**src/rtl/lsu_ctrl.sv**
```systemverilog
// Load/store unit controller: takes one request at a time from the pipeline,
// runs a single memory transaction, and returns an extended load result.
// Optional mem_ack timeout is compiled in when LSU_TIMEOUT_EN is defined.
module lsu_ctrl #(
    parameter int unsigned TIMEOUT_CYCLES = 16
) (
    input  logic        clk,
    input  logic        rst_n,
    input  logic        req_valid,
    output logic        req_ready,
    input  logic        req_is_store,
    input  logic [2:0]  req_funct,
    input  logic [31:0] req_addr,
    input  logic [31:0] req_wdata,
    output logic        mem_req,
    output logic        mem_we,
    output logic [31:0] mem_addr,
    output logic [3:0]  mem_be,
    output logic [31:0] mem_wdata,
    input  logic        mem_ack,
    input  logic [31:0] mem_rdata,
    output logic        resp_valid,
    output logic [31:0] resp_data,
    output logic        resp_err
);

    // Elaboration-time sanity check on the timeout limit
    if (TIMEOUT_CYCLES < 1) begin : g_bad_cfg
        $error("TIMEOUT_CYCLES must be at least 1");
    end

    typedef enum logic [1:0] {StIdle, StMem, StResp} state_e;

    state_e      state_q;
    logic [2:0]  funct_q;
    logic [1:0]  lane_q;

    logic        acc_ok;
    logic [3:0]  be_n;
    logic [31:0] wdata_n;
    logic [31:0] rd_shift;
    logic [31:0] load_ext;

`ifdef LSU_TIMEOUT_EN
    localparam int unsigned CntW = $clog2(TIMEOUT_CYCLES + 1);
    logic [CntW-1:0] cnt_q;
    logic            timeout_hit;
    assign timeout_hit = (cnt_q == CntW'(TIMEOUT_CYCLES - 1));
`endif

    // Decode access size: legality, alignment, byte enables and replicated data
    always_comb begin
        acc_ok  = 1'b0;
        be_n    = 4'b0000;
        wdata_n = 32'h0;
        unique case (req_funct)
            3'b000, 3'b100: begin
                acc_ok  = 1'b1;
                be_n    = 4'b0001 << req_addr[1:0];
                wdata_n = {4{req_wdata[7:0]}};
            end
            3'b001, 3'b101: begin
                acc_ok  = ~req_addr[0];
                be_n    = 4'b0011 << req_addr[1:0];
                wdata_n = {2{req_wdata[15:0]}};
            end
            3'b010: begin
                acc_ok  = (req_addr[1:0] == 2'b00);
                be_n    = 4'b1111;
                wdata_n = req_wdata;
            end
            default: acc_ok = 1'b0;
        endcase
    end

    // Select the addressed lane of the read word and extend it
    always_comb begin
        rd_shift = mem_rdata >> {lane_q, 3'b000};
        load_ext = 32'h0;
        unique case (funct_q)
            3'b000:  load_ext = {24'h0, rd_shift[7:0]};
            3'b100:  load_ext = {{24{rd_shift[7]}}, rd_shift[7:0]};
            3'b001:  load_ext = {{16{rd_shift[15]}}, rd_shift[15:0]};
            3'b101:  load_ext = {16'h0, rd_shift[15:0]};
            default: load_ext = mem_rdata;
        endcase
    end

    // Controller FSM with registered outputs
    always_ff @(posedge clk or negedge rst_n) begin
        if (!rst_n) begin
            state_q    <= StIdle;
            req_ready  <= 1'b1;
            mem_req    <= 1'b0;
            mem_we     <= 1'b0;
            mem_addr   <= 32'h0;
            mem_be     <= 4'b0000;
            mem_wdata  <= 32'h0;
            resp_valid <= 1'b0;
            resp_err   <= 1'b0;
            resp_data  <= 32'h0;
            funct_q    <= 3'b000;
            lane_q     <= 2'b00;
`ifdef LSU_TIMEOUT_EN
            cnt_q      <= '0;
`endif
        end else begin
            unique case (state_q)
                StIdle: begin
                    if (req_valid) begin
                        req_ready <= 1'b0;
                        if (acc_ok) begin
                            state_q   <= StMem;
                            mem_req   <= 1'b1;
                            mem_we    <= req_is_store;
                            mem_addr  <= {req_addr[31:2], 2'b00};
                            mem_be    <= be_n;
                            mem_wdata <= wdata_n;
                            funct_q   <= req_funct;
                            lane_q    <= req_addr[1:0];
`ifdef LSU_TIMEOUT_EN
                            cnt_q     <= '0;
`endif
                        end else begin
                            // Illegal or misaligned: report without touching memory
                            state_q    <= StResp;
                            resp_valid <= 1'b1;
                            resp_err   <= 1'b1;
                            resp_data  <= 32'h0;
                        end
                    end
                end
                StMem: begin
                    if (mem_ack) begin
                        // Ack wins over a timeout landing in the same cycle
                        state_q    <= StResp;
                        mem_req    <= 1'b0;
                        resp_valid <= 1'b1;
                        resp_err   <= 1'b0;
                        resp_data  <= mem_we ? 32'h0 : load_ext;
                    end
`ifdef LSU_TIMEOUT_EN
                    else if (timeout_hit) begin
                        state_q    <= StResp;
                        mem_req    <= 1'b0;
                        resp_valid <= 1'b1;
                        resp_err   <= 1'b1;
                        resp_data  <= 32'h0;
                    end else begin
                        cnt_q <= cnt_q + 1'b1;
                    end
`endif
                end
                StResp: begin
                    state_q    <= StIdle;
                    resp_valid <= 1'b0;
                    req_ready  <= 1'b1;
                end
                default: begin
                    state_q   <= StIdle;
                    req_ready <= 1'b1;
                    mem_req   <= 1'b0;
                end
            endcase
        end
    end

endmodule

```
**config.mk**
```make
export PLATFORM = sky130hd
export DESIGN_NAME = lsu_ctrl
export DESIGN_NICKNAME = d
export VERILOG_FILES = /design/src/rtl/lsu_ctrl.sv
export SDC_FILE = /design/constraint.sdc
export NUM_CORES = 1
export LEC_CHECK = 0
export CAP_MARGIN = 5
export CORE_MARGIN = 1.5
export CORE_UTILIZATION = 44
export CTS_CLUSTER_SIZE = 10
export DETAILED_ROUTE_END_ITERATION = 6
export HOLD_SLACK_MARGIN = 0.12
export PLACE_DENSITY_LB_ADDON = 0.25
export SLEW_MARGIN = 20
export SYNTH_ARGS = -nofsm -noshare
export SYNTH_HDL_FRONTEND = slang
export SYNTH_SLANG_ARGS = --single-unit
```
**constraint.sdc**
```tcl
create_clock -name clk -period 2.3 [get_ports clk]
set_input_delay 0.69 -clock clk [delete_from_list [all_inputs] [get_ports clk]]
set_output_delay 0.69 -clock clk [all_outputs]
set_load 0.05 [all_outputs]
```
==> run_results.csv, run 1 <==
group,metric,value,unit
worst_hold_path,min-delay-path-class,"in -> async",
finish,drive_gt1_frac,0.1371,
detailed_routing,via_count,4692,
detailed_routing,first_pass_iters,7,
finish,final_core_util,0.6886,
synth,synth_area_leaders,"dfrtp_1 (52%), mux2_4 (9.7%), o21ai_0 (5.5%)",
setup_path,end_kind,"output pin",
sta,period_minus_slack,2246,ps
setup_path,r2r_cells,5,
setup_path,worst_path_largest_cell_delay,850,ps
pwr,total_power,9.886,mW
clock_tree,numClockSinks,110,
detailed_routing,drc,14,
synth,syn_avg_cell_area,10.43,um2
setup_path,crit_type,"reg -> out",
setup_path,r2r-start,"lane_q[1]$_DFFE_PN0P_",
clock_tree,cts.htree.levels,3,
pwr,power.share.sequential,0.312,
clock_tree,numCtsBuffers,9,
pwr,power_frac_clock,0.188,
die,start_util,0.4555,
die,num_io_pins,209,
die,die_w,112.4,um
pwr,ir_drop,0.7333,mV
flow_run,cap_violations,0,
synth,netlist_area,0.005268,mm2
setup_path,rrSetupSlack,390,ps
setup_path,crit_required,1610,ps
sta,setup-violations-final,0,
detailed_routing,ant_nets,0,
synth,synthCells,505,
synth,synthTopCellsByCount,"dfrtp_1 (109), nand2_1 (75), o21ai_0 (58)",
pwr,powerDensity,1241,mW/mm2
global_routing,grt_max_degree,43,
clock_tree,postCtsSetupRepairBufs,0,
placed_design,port_buffers,206,
sta,clock_skew,5.301,ps
sta,report.final.slew_viol_count,0,
setup_path,cp_slowest_cell,"clkdlybuf4s50_1",
die,coreArea,0.01156,mm2
synth,synth.ff_latch_count,110,
setup_path,crit_family,"buffers and inverters",
pwr,power_switching,4.269,mW
setup_path,path_buf_inv,1,
detailed_routing,wl_per_cell,17.49,um
placed_design,hpwl,11230,um
die,die-area,0.01264,mm2
sta,rsz0062_at_grt,"false",
clock_tree,post_cts_resize_count,0,
clock_tree,cts_tree,"built",
setup_path,startpoint_type,"flop",
detailed_routing,via_per_inst,5.424,
synth,synth_area_leader_cell,"dfrtp_1",
synth,synthArstFlopShare,1.000,
clock_tree,path_clk_slew,70,ps
setup_path,timing.rr.end,"resp_data[25]$_DFFE_PN0P_",
die,die_y,112.4,um
placed_design,placed_area,0.007605,mm2
global_routing,grt_pass1_wl,24610,um
pwr,swShare,0.4318,
setup_path,crit_fanout,3,
finish,syn_to_final_growth,51.19,%
global_routing,antenna_found_initial,0,
clock_tree,cts_root_buf,"clkbuf_16",
sta,max_freq,0.4452,GHz
sta,period_share,0.9766,
sta,max_slew_margin,0.5380,
global_routing,first_global_vias,4823,
sta,tns,0,ps
pwr,p_comb_frac,0.500,
pwr,p_leak,3.593,nW
detailed_routing,drtIter0Drc,443,
global_routing,grtUsageTotal,0.2477,
synth,synth_top_cell_area_share,0.5178,
clock_tree,clockBufferDepth,2,
finish,postLayoutCellArea,0.007964,mm2
setup_path,arrival,1560,ps
finish,nNetsFinal,823,
synth,synth_cell_type_count,43,
finish,diodes,0,
sta,final-hold-violation-count,0,
sta,hold_ws,326.2,ps
pwr,p_int,5.618,mW
clock_tree,hold_buffers,0,
global_routing,grt_overflow,0,
clock_tree,clk_latency,340,ps
synth,ys_seq_area_frac,0.5228,
sta,tightest_slew,693.0,ps
synth,ys.flop_type,"dfrtp_1",
outcome,outcome,"finished with violations",
setup_path,crit_chain,"clkdlybuf4s50_1",
synth,yosysWarnings,0,
synth,yosysMostFrequentCell,"dfrtp_1",
placed_design,gp_congestion,0.9206,
outcome,failed_checks,"DRC",
synth,synth-edff-count,0,
detailed_routing,routed_wl,15130,um
die,row_count,39,
power groups by stage:
stage,clock [mW],combinational [mW],sequential [mW]
2_1_floorplan,0,1.19,5.05
3_3_place_gp,0,4.88,3.07
3_5_place_dp,0,4.95,3.09
4_1_cts,1.90,4.97,3.08
5_1_grt,2.00,5.18,3.18
6_report,1.86,4.94,3.08
how the worst max path moves through the flow:
stage,from,endpoint,slack [ps],cells past startpoint
after CTS,mem_we$_DFFE_PN0P_,mem_we,50,1
after detailed placement,req_valid,resp_data[3]$_DFFE_PN0P_,-270,4
after global placement,req_valid,resp_data[2]$_DFFE_PN0P_,-200,4
after global routing,resp_data[19]$_DFFE_PN0P_,resp_data[19],3,1
final,resp_data[21]$_DFFE_PN0P_,resp_data[21],50,1
after floorplan,req_funct[0],funct_q[2]$_DFFE_PN0P_,240,6
metal layers:
metal  track usage  wire (um)
met1        0.3201       6091
met2        0.4119       7463
met3       0.06533       1371
met4       0.07426        201
met5             0          0
layout make-up:
| class | count | area, um2 |
|---|---|---|
| Clock buffer | 10 | 239.0 |
| Clock inverter | 4 | 120.1 |
| Fill cell | 898 | 3601 |
| Inverter | 5 | 18.77 |
| Multi-Input combinational cell | 353 | 2283 |
| Sequential cell | 110 | 2754 |
| Tap cell | 143 | 178.9 |
| Timing Repair Buffer | 240 | 2370 |
stage by stage:
step,instances,worst slack (ps)
after floorplan,506,240.7
after global placement,851,-203.2
after detailed placement,851,-268.6
after CTS,865,45.21
after global routing,865,3.173
final,865,53.71
state kept, by name, summed over array words and instances, names as in the netlist:
register    flops
resp_data      32
mem_wdata      32
req_ready       1
mem_req         1
funct_q         3
state_q         2
lane_q          2
mem_we          1
mem_be          4
resp_valid      1
mem_addr       30
resp_err        1
layout by cell type, fill, tap and decap left out, types with 4 or more instances in the layout:
cell,n
clkdlybuf4s50_1,197
dfrtp_1,109
nand2_1,75
o21ai_0,58
buf_4,37
mux2_4,34
nand3_1,33
a21oi_1,25
a22oi_1,25
nor2_1,25
mux2i_1,19
nand2b_1,10
clkbuf_16,9
and2_1,8
nand4_1,7
buf_12,6
inv_1,5
nor2b_1,4
bufinv_16,4
cell families (layout without fill, tap and decap cells):
family	Yosys count	count (layout)	share of synthesized area
multiplexers	54	54	0.1352
AND/OR/NAND/NOR	175	175	0.1575
buffers and inverters	43	259	0.04442
AO/OA/AOI/OAI	122	122	0.1394
flip-flops	110	110	0.5228
other	1	2	0.0007119
Note: power is estimated with default switching activity, not from simulation.
==> run 2: changes to the inputs <==
- CORE_UTILIZATION: 44 -> 47
- clock period: 2.3 -> 2.6 ns (I/O delays scaled with it)
==> run_results.csv, run 2 (synthesis results as in run 1) <==
group,metric,value,unit
clock_tree,clockBufferDepth,2,
clock_tree,cts_tree,"built",
sta,clock_skew,15.49,ps
global_routing,met1_usage,0.3115,
sta,max_slew_margin,0.5375,
setup_path,timing.rr.end,"resp_data[26]$_DFFE_PN0P_",
clock_tree,numClockSinks,110,
die,coreArea,0.01089,mm2
setup_path,crit_type,"reg -> out",
setup_path,end_kind,"output pin",
clock_tree,cts.htree.levels,3,
finish,mostFrequentLayoutCell,"clkdlybuf4s50_1",
die,start_util,0.4838,
setup_path,crit_family,"buffers and inverters",
sta,tns,0,ps
setup_path,cp_num_cells,1,
die,die_y,108.9,um
global_routing,global_route.usage.met3,0.06695,
detailed_routing,via_per_inst,5.497,
setup_path,arrival,1610,ps
sta,worst_slack,213.6,ps
sta,rsz0062_at_grt,"false",
detailed_routing,routed_wl,14790,um
clock_tree,hold_buffers,0,
setup_path,endpoint,"resp_data[23]",
sta,period_minus_slack,2386,ps
sta,tightest_slew,693.7,ps
finish,diodes,0,
setup_path,worst_path_largest_cell_delay,850,ps
placed_design,hpwl,11040,um
detailed_routing,drc,0,
global_routing,grt_max_degree,55,
setup_path,r2r-start,"lane_q[1]$_DFFE_PN0P_",
clock_tree,clk_latency,380,ps
finish,final_cell_mix,"clkdlybuf4s50_1 (204), dfrtp_1 (109), nand2_1 (75)",
detailed_routing,drtIter0Drc,222,
outcome,outcome,"complete, no violations",
pwr,ir_drop,0.6142,mV
sta,setup-violations-final,0,
detailed_routing,wl_per_cell,17.26,um
placed_design,port_buffers,206,
global_routing,grtUsageTotal,0.2524,
finish,fill_cells,821,
die,die_w,108.9,um
placed_design,post-place-ws,-44.11,ps
sta,final-hold-violation-count,0,
global_routing,use_met2,0.4138,
finish,drive_gt1_frac,0.1185,
die,num_io_pins,209,
sta,max_freq,0.4190,GHz
setup_path,startpoint,"resp_data[23]$_DFFE_PN0P_",
sta,report.final.slew_viol_count,0,
global_routing,antenna_found_initial,0,
detailed_routing,first_pass_iters,4,
global_routing,grt_pass1_wl,22900,um
global_routing,first_global_vias,4621,
finish,largest_registers,"mem_wdata (32), resp_data (32), mem_addr (30)",
clock_tree,path_clk_slew,110,ps
clock_tree,numCtsBuffers,9,
global_routing,grt_busiest_layer,"met2",
finish,syn_to_final_growth,48.00,%
setup_path,crit_required,1820,ps
setup_path,cp_slowest_cell,"clkdlybuf4s50_1",
sta,period_share,0.9178,
setup_path,path_buf_inv,1,
finish,nNetsFinal,816,
detailed_routing,via_count,4711,
pwr,powerDensity,1058,mW/mm2
setup_path,crit_chain,"clkdlybuf4s50_1",
pwr,p_leak,3.493,nW
flow_run,cap_violations,0,
setup_path,rrSetupSlack,700,ps
global_routing,grt_overflow,0,
setup_path,crit_fanout,3,
detailed_routing,ant_nets,0,
clock_tree,post_cts_resize_count,0,
setup_path,startpoint_type,"flop",
die,die-area,0.01185,mm2
sta,hold_ws,306.6,ps
clock_tree,postCtsSetupRepairBufs,0,
placed_design,gp_congestion,0.8520,
worst_hold_path,min-delay-path-class,"in -> async",
die,row_count,38,
setup_path,r2r_cells,5,
clock_tree,cts_root_buf,"clkbuf_8",
==> run 2: layout make-up <==
class	count	area, um2	share of cell area
Multi-Input combinational cell	353	2283	0.2929
Timing Repair Buffer	233	2347	0.3011
Sequential cell	110	2754	0.3532
Clock inverter	4	72.57	0.009308
Tap cell	140	175.2	0.02247
Inverter	5	18.77	0.002407
Clock buffer	12	145.1	0.01862
==> run 2: metrics by stage <==
stage	cell area [um2]	util	total power [mW]	instances
after global placement	7579	0.6960	7.039	841
after detailed placement	7579	0.6960	7.137	841
after CTS	7796	0.7160	8.296	857
after floorplan	5271	-	5.523	506
after global routing	7796	0.7160	8.625	857
final	7796	0.7160	8.249	857
==> run 2: layer usage <==
metal / vias to the layer above / wire (um)
li1: 2192 / -
met1: 2275 / 5855
met2: 213 / 7256
met3: 31 / 1244
met4: 0 / 437
met5: - / 0
==> run 2: power breakdown <==
group | leakage (nW) | switching, mW | internal [mW] | total [mW]
logic | 2.00 | 2.72 | 1.65 | 4.38
registers | 1.39 | 0.454 | 2.27 | 2.72
clock network | 0.107 | 0.579 | 0.569 | 1.15
==> run 2: worst min path at each step <==
stage	start	to	slack [ps]	cells past startpoint
final	rst_n	resp_data[0]$_DFFE_PN0P_	310	1
after global routing	rst_n	resp_data[31]$_DFFE_PN0P_	320	1
after CTS	rst_n	resp_data[0]$_DFFE_PN0P_	310	1
after detailed placement	mem_wdata[24]$_DFFE_PN0P_	mem_wdata[24]$_DFFE_PN0P_	470	2
after global placement	mem_wdata[2]$_DFFE_PN0P_	mem_wdata[2]$_DFFE_PN0P_	460	2
after floorplan	rst_n	funct_q[0]$_DFFE_PN0P_	480	0
==> run 3: changes to the inputs <==
- CTS_CLUSTER_SIZE: 10 -> 12
==> results of run 3 <==
Final layout, timing and power as in run 2 (identical DEF).
